==> src/rtl/wu_fetch.sv <==
// ---------------------------------------------------------------------------
// wu_fetch : work-unit instruction fetch sequencer
//
// Once the manager pulses start, this block issues one read per cycle into
// the WU instruction memory, starting at start_addr. It follows the memory
// stall and keeps a credit count so that the decode skid buffer never
// overflows. When decode reports end-of-program, fetching stops. The block
// then waits for every outstanding word to be consumed and pulses done.
//
// Optional feature macro: WU_FETCH_LOOP_EN
//   When defined, the loop_count port exists and the program runs
//   loop_count+1 passes, each one starting again at start_addr.
//
// Ports
//   clk                      in   system clock, rising edge
//   reset_poweron            in   asynchronous active-low reset
//   mcntl__wuf__start        in   single-cycle start pulse (accepted in IDLE only)
//   mcntl__wuf__start_addr   in   first WU address, sampled with start
//   mcntl__wuf__loop_count   in   extra passes, sampled with start (loop build only)
//   wuf__mcntl__busy         out  high in any state other than IDLE
//   wuf__mcntl__done         out  one-cycle pulse after the program has drained
//   wuf__mcntl__err          out  sticky credit-overflow error
//   wuf__wum__addr           out  registered read address
//   wuf__wum__read           out  registered read strobe, one word per high cycle
//   wum__wuf__stall          in   memory/decode backpressure
//   wud__wuf__consume        in   decode retired one word from its skid buffer
//   wud__wuf__end            in   decode saw the last instruction (pulse)
// ---------------------------------------------------------------------------
module wu_fetch #(
    parameter int ADDR_W  = 10,
    parameter int CREDITS = 4
) (
    input  logic              clk,
    input  logic              reset_poweron,
    input  logic              mcntl__wuf__start,
    input  logic [ADDR_W-1:0] mcntl__wuf__start_addr,
`ifdef WU_FETCH_LOOP_EN
    input  logic [7:0]        mcntl__wuf__loop_count,
`endif
    output logic              wuf__mcntl__busy,
    output logic              wuf__mcntl__done,
    output logic              wuf__mcntl__err,
    output logic [ADDR_W-1:0] wuf__wum__addr,
    output logic              wuf__wum__read,
    input  logic              wum__wuf__stall,
    input  logic              wud__wuf__consume,
    input  logic              wud__wuf__end
);

    typedef enum logic [1:0] {
        ST_IDLE,
        ST_FETCH,
        ST_DRAIN,
        ST_DONE
    } state_t;

    localparam logic [3:0] CRED_MAX = 4'(CREDITS);

    state_t              state_q,   state_d;
    logic [ADDR_W-1:0]   pc_q,      pc_d;
    logic [ADDR_W-1:0]   addr_q,    addr_d;
    logic                read_q,    read_d;
    logic [3:0]          credits_q, credits_d;
    logic                err_q,     err_d;
    logic                issue;
    logic                loop_pending;

`ifdef WU_FETCH_LOOP_EN
    logic [7:0]          loop_rem_q, loop_rem_d;
    logic [ADDR_W-1:0]   base_q,     base_d;

    assign loop_pending = (loop_rem_q != 8'd0);
`else
    assign loop_pending = 1'b0;
`endif

    always_comb begin
        state_d   = state_q;
        pc_d      = pc_q;
        addr_d    = addr_q;
        credits_d = credits_q;
        err_d     = err_q;
        issue     = 1'b0;
`ifdef WU_FETCH_LOOP_EN
        loop_rem_d = loop_rem_q;
        base_d     = base_q;
`endif

        case (state_q)
            ST_IDLE: begin
                if (mcntl__wuf__start) begin
                    pc_d    = mcntl__wuf__start_addr;
`ifdef WU_FETCH_LOOP_EN
                    base_d     = mcntl__wuf__start_addr;
                    loop_rem_d = mcntl__wuf__loop_count;
`endif
                    state_d = ST_FETCH;
                end
            end
            ST_FETCH: begin
                // End wins over a read in the same cycle: nothing past the
                // program's last word is requested once decode has seen it.
                if (wud__wuf__end) begin
                    state_d = ST_DRAIN;
                end else if (!wum__wuf__stall && (credits_q != 4'd0)) begin
                    issue = 1'b1;
                end
            end
            ST_DRAIN: begin
                // All credits back means every launched word, including any
                // overfetch past the end, has been consumed by decode.
                if (credits_q == CRED_MAX) begin
                    if (loop_pending) begin
`ifdef WU_FETCH_LOOP_EN
                        loop_rem_d = loop_rem_q - 8'd1;
                        pc_d       = base_q;
`endif
                        state_d    = ST_FETCH;
                    end else begin
                        state_d = ST_DONE;
                    end
                end
            end
            ST_DONE: begin
                state_d = ST_IDLE;
            end
            default: begin
                state_d = ST_IDLE;
            end
        endcase

        read_d = issue;
        if (issue) begin
            addr_d = pc_q;
            pc_d   = pc_q + ADDR_W'(1);
        end

        // Credit bookkeeping: a consume with the counter already full and no
        // read in the same cycle is a protocol violation; hold and flag it.
        case ({issue, wud__wuf__consume})
            2'b10: credits_d = credits_q - 4'd1;
            2'b01: begin
                if (credits_q == CRED_MAX) begin
                    err_d = 1'b1;
                end else begin
                    credits_d = credits_q + 4'd1;
                end
            end
            default: credits_d = credits_q;
        endcase
    end

    always_ff @(posedge clk or negedge reset_poweron) begin
        if (!reset_poweron) begin
            state_q   <= ST_IDLE;
            pc_q      <= '0;
            addr_q    <= '0;
            read_q    <= 1'b0;
            credits_q <= CRED_MAX;
            err_q     <= 1'b0;
`ifdef WU_FETCH_LOOP_EN
            loop_rem_q <= 8'd0;
            base_q     <= '0;
`endif
        end else begin
            state_q   <= state_d;
            pc_q      <= pc_d;
            addr_q    <= addr_d;
            read_q    <= read_d;
            credits_q <= credits_d;
            err_q     <= err_d;
`ifdef WU_FETCH_LOOP_EN
            loop_rem_q <= loop_rem_d;
            base_q     <= base_d;
`endif
        end
    end

    assign wuf__mcntl__busy = (state_q != ST_IDLE);
    assign wuf__mcntl__done = (state_q == ST_DONE);
    assign wuf__mcntl__err  = err_q;
    assign wuf__wum__addr   = addr_q;
    assign wuf__wum__read   = read_q;

endmodule

==> config.mk <==
export PLATFORM = sky130hd
export DESIGN_NAME = wu_fetch
export DESIGN_NICKNAME = d
export VERILOG_FILES = /design/src/rtl/wu_fetch.sv
export SDC_FILE = /design/constraint.sdc
export NUM_CORES = 1
export LEC_CHECK = 0
export CORE_AREA = 2 2 58 60
export DETAILED_ROUTE_END_ITERATION = 12
export DIE_AREA = 0 0 60 62
export PLACE_DENSITY = 0.84
export SLEW_MARGIN = 40
export SYNTH_ARGS = -nofsm -noshare
export SYNTH_HDL_FRONTEND = slang
export SYNTH_SLANG_ARGS = --single-unit
==> constraint.sdc <==
create_clock -name clk -period 3 [get_ports clk]
set_input_delay 0.3 -clock clk [delete_from_list [all_inputs] [get_ports clk]]
set_output_delay 0.3 -clock clk [all_outputs]
set_load 0.02 [all_outputs]
==> impl_metrics.tcl <==
set metrics [dict create \
    drt-initial-drc-count 37 \
    min_period_over_period_pct 86.5 \
    r2r_slack_ns 0.40 \
    finalWorstSetupSlack_ns 0.404 \
    rr_startpoint "state_q[1]$_DFFE_PN0P_" \
    yosys-top-cells-count "33 x nand2_1, 27 x dfrtp_1, 12 x o21ai_0, 10 x inv_1, 9 x a21oi_1" \
    place_congestion 0.855 \
    critPathArrivalTime_ns 2.87 \
    synth_top_area_share_pct 44.9 \
    fin_skew_ns 0.00396 \
    placement_rows 21 \
    fin_total_pwr_mw 1.90 \
    hold_viol 0 \
    grt_max_degree 29 \
    cap_violations 0 \
    clk_pin_slew_ns 0.16 \
    peakVddDrop_mv 0.576 \
    critPathMaxFanout 4 \
    slew-limit-headroom_pct 58.3 \
    yosys.area.top_type "dfrtp_1" \
    drc 0 \
    setup_violations 0 \
    synth-seq-area-share_pct 46.6 \
    start_util_pct 47.3 \
    pwr-share-seq_pct 38.1 \
    viasPerCell 5.36 \
    dp_cells 231 \
    synth_cell_types 41 \
    hp-class "in2async" \
    cpMaxStageDelayCell "nor3b_1" \
    finalNonFillerCells 235 \
    diodes 0 \
    p_int_mw 1.12 \
    layout.nets 215 \
    grt_use_total_pct 19.4 \
    ioPinCount 30 \
    yosysWarnings 0 \
    path_buf_inv 1 \
    fin_crit_ns 2.60 \
    post_cts_buffers 0 \
    die_h_um 62 \
    rsz0062_at_grt "false" \
    seqCellArea_um2 702 \
    leakage_nw 0.851 \
    cts_root_buf "clkbuf_4" \
    antenna_found_initial 0 \
    syn_nets 183 \
    worst_r2r_path_depth 10 \
    ys.flop_type "dfrtp_1" \
    post_drt_wl_per_cell_um 14.1 \
    ys_seq_elements 28 \
    port_buffers 29 \
    overflow 0 \
    grt_pass1_vias 1201 \
    antenna_left 0 \
    drive_above_1_share_pct 8.47 \
    power.switching_uw 774 \
    cp-end-kind "flop" \
    worstMarginPinSlew_ns 0.622 \
    synthTopCellsByArea "dfrtp_1 45%, nand2_1 8.2%, ha_1 6.7%" \
    synth_cells 158 \
    drt-pass1-iter-count 4 \
    worstSkewPairLatency_ns 0.34 \
    die-area_um2 3720 \
    multi_input_area_um2 744 \
    outcome "finished, final reports clean" \
    synth.avg_cell_area_um2 9.53 \
    synth_async_sr_flop_share_pct 100 \
    critPathMaxStageDelay_ns 0.50 \
    syn2layout_area_growth_pct 26.4 \
    crit_required_ns 3.27 \
    maxSlewViolCount 0 \
    num_vias 1259 \
    cts-hold-fix-buffers 0 \
    synth_edf_count 0 \
    routed_wl_um 3320 \
    r2r-end "credits_q[3]$_DFFE_PN0P_" \
    grt_pass1_wl_um 5320 \
    cts_sinks 28 \
    tns_ns 0 \
    post_cts_resized 0 \
    combPwrFrac_pct 48.4 \
    fillCellCount 286 \
    dpl.hpwl_um 2440 \
    yosysMostFrequentCell "nand2_1" \
    synth_area_um2 1510 \
    preCtsSetupSlack_ns 0.393 \
    tritoncts "yes" \
    core_um2 3180 \
    path_delay_family "compound AO/OA/AOI/OAI gates" \
    cp-start-kind "flop" \
    die_x_um 60 \
    max_freq_mhz 385 \
    share_clk_of_total_power_pct 13.5 \
    crit_chain "inv_1, ha_1, nor3b_1, nand2_4, nand2_1, ha_1, a21o_1, a21oi_1, a31oi_1, a211oi_2" \
    cts_buffers 3 \
    htreeDepth 1 \
    clk_path_buf_depth 2 \
    p_per_area_nw_per_um2 997 \
    cpMostUsedCell "ha_1" \
    swShare_pct 40.8 \
    critical_path_class "reg2reg" \
]
-- worst max-delay path by stage --
stage                                       from                       end  slack (ns)  cells past startpoint
after floorplan           state_q[1]$_DFFE_PN0P_  credits_q[3]$_DFFE_PN0P_        0.51                     11
after global placement             wud__wuf__end  credits_q[3]$_DFFE_PN0P_        0.55                      9
after detailed placement           wud__wuf__end  credits_q[3]$_DFFE_PN0P_        0.39                      9
after CTS                 state_q[1]$_DFFE_PN0P_  credits_q[3]$_DFFE_PN0P_        0.39                     10
after global routing      state_q[1]$_DFFE_PN0P_  credits_q[3]$_DFFE_PN0P_        0.20                     10
final                     state_q[1]$_DFFE_PN0P_  credits_q[3]$_DFFE_PN0P_        0.40                     10
-- cell type report --
type / count / share of cell area [%]
Multi-Input combinational cell: 115 / 39.1
Sequential cell: 28 / 36.9
Timing Repair Buffer: 31 / 16.0
Clock buffer: 3 / 1.18
Tap cell: 46 / 3.02
Clock inverter: 1 / 1.58
Inverter: 11 / 2.17
-- power groups by stage --
stage                     Combinational [mW]  Sequential (mW)  Clock, mW
after detailed placement               0.916            0.734          0
after global routing                    1.02            0.748      0.274
after floorplan                        0.518            0.778          0
after CTS                              0.926            0.723      0.255
after global placement                 0.862            0.711          0
final                                  0.919            0.723      0.256
-- logic make-up after synthesis --
kind of cell	share of synthesized area (%)
multiplexers	2.08
adder cells (fa/ha/maj)	7.98
AO/OA/AOI/OAI	18.0
XOR/XNOR	1.16
flip-flops	46.6
AND/OR/NAND/NOR	20.2
buffers and inverters	3.91
-- sequential cells by signal, indices dropped and copies added (netlist names) --
signal           count
pc_q                10
credits_q            4
wuf__mcntl__err      1
wuf__wum__read       1
wuf__wum__addr      10
state_q              2
-- stage by stage --
stage	hold slack, ns	util (%)	area (µm²)
4_1_cts	0.326	59.9	1900
3_3_place_gp	0.458	58.2	1850
6_report	0.314	59.9	1900
5_1_grt	0.324	59.9	1900
3_5_place_dp	0.462	58.2	1850
2_1_floorplan	0.00441	-	1510
-- metal layers --
metal	up-vias	wire [µm]	GRT usage [%]
met5	-	0	0
met4	0	39	8.25
met3	5	124	3.11
met2	28	1700	34.6
met1	602	1450	23.4
li1	624	-	-
-- placed cells by master (no fill, tap or decap), types with 2 or more instances in the layout --
cell              n
a21o_1            3
and3_1            3
and4_1            2
a21oi_1           9
xor2_1            2
buf_4             2
a31oi_1           2
inv_1            10
clkbuf_4          3
nor3_1            4
nand3_1           3
mux2i_1           2
dfrtp_1          27
and2_1            4
ha_1              8
o21ai_0          12
a211oi_1          3
nand2_1          33
nand4_1           3
clkdlybuf4s50_1  29
o221a_2           3
No activity file was read; power rests on OpenSTA's default activity.
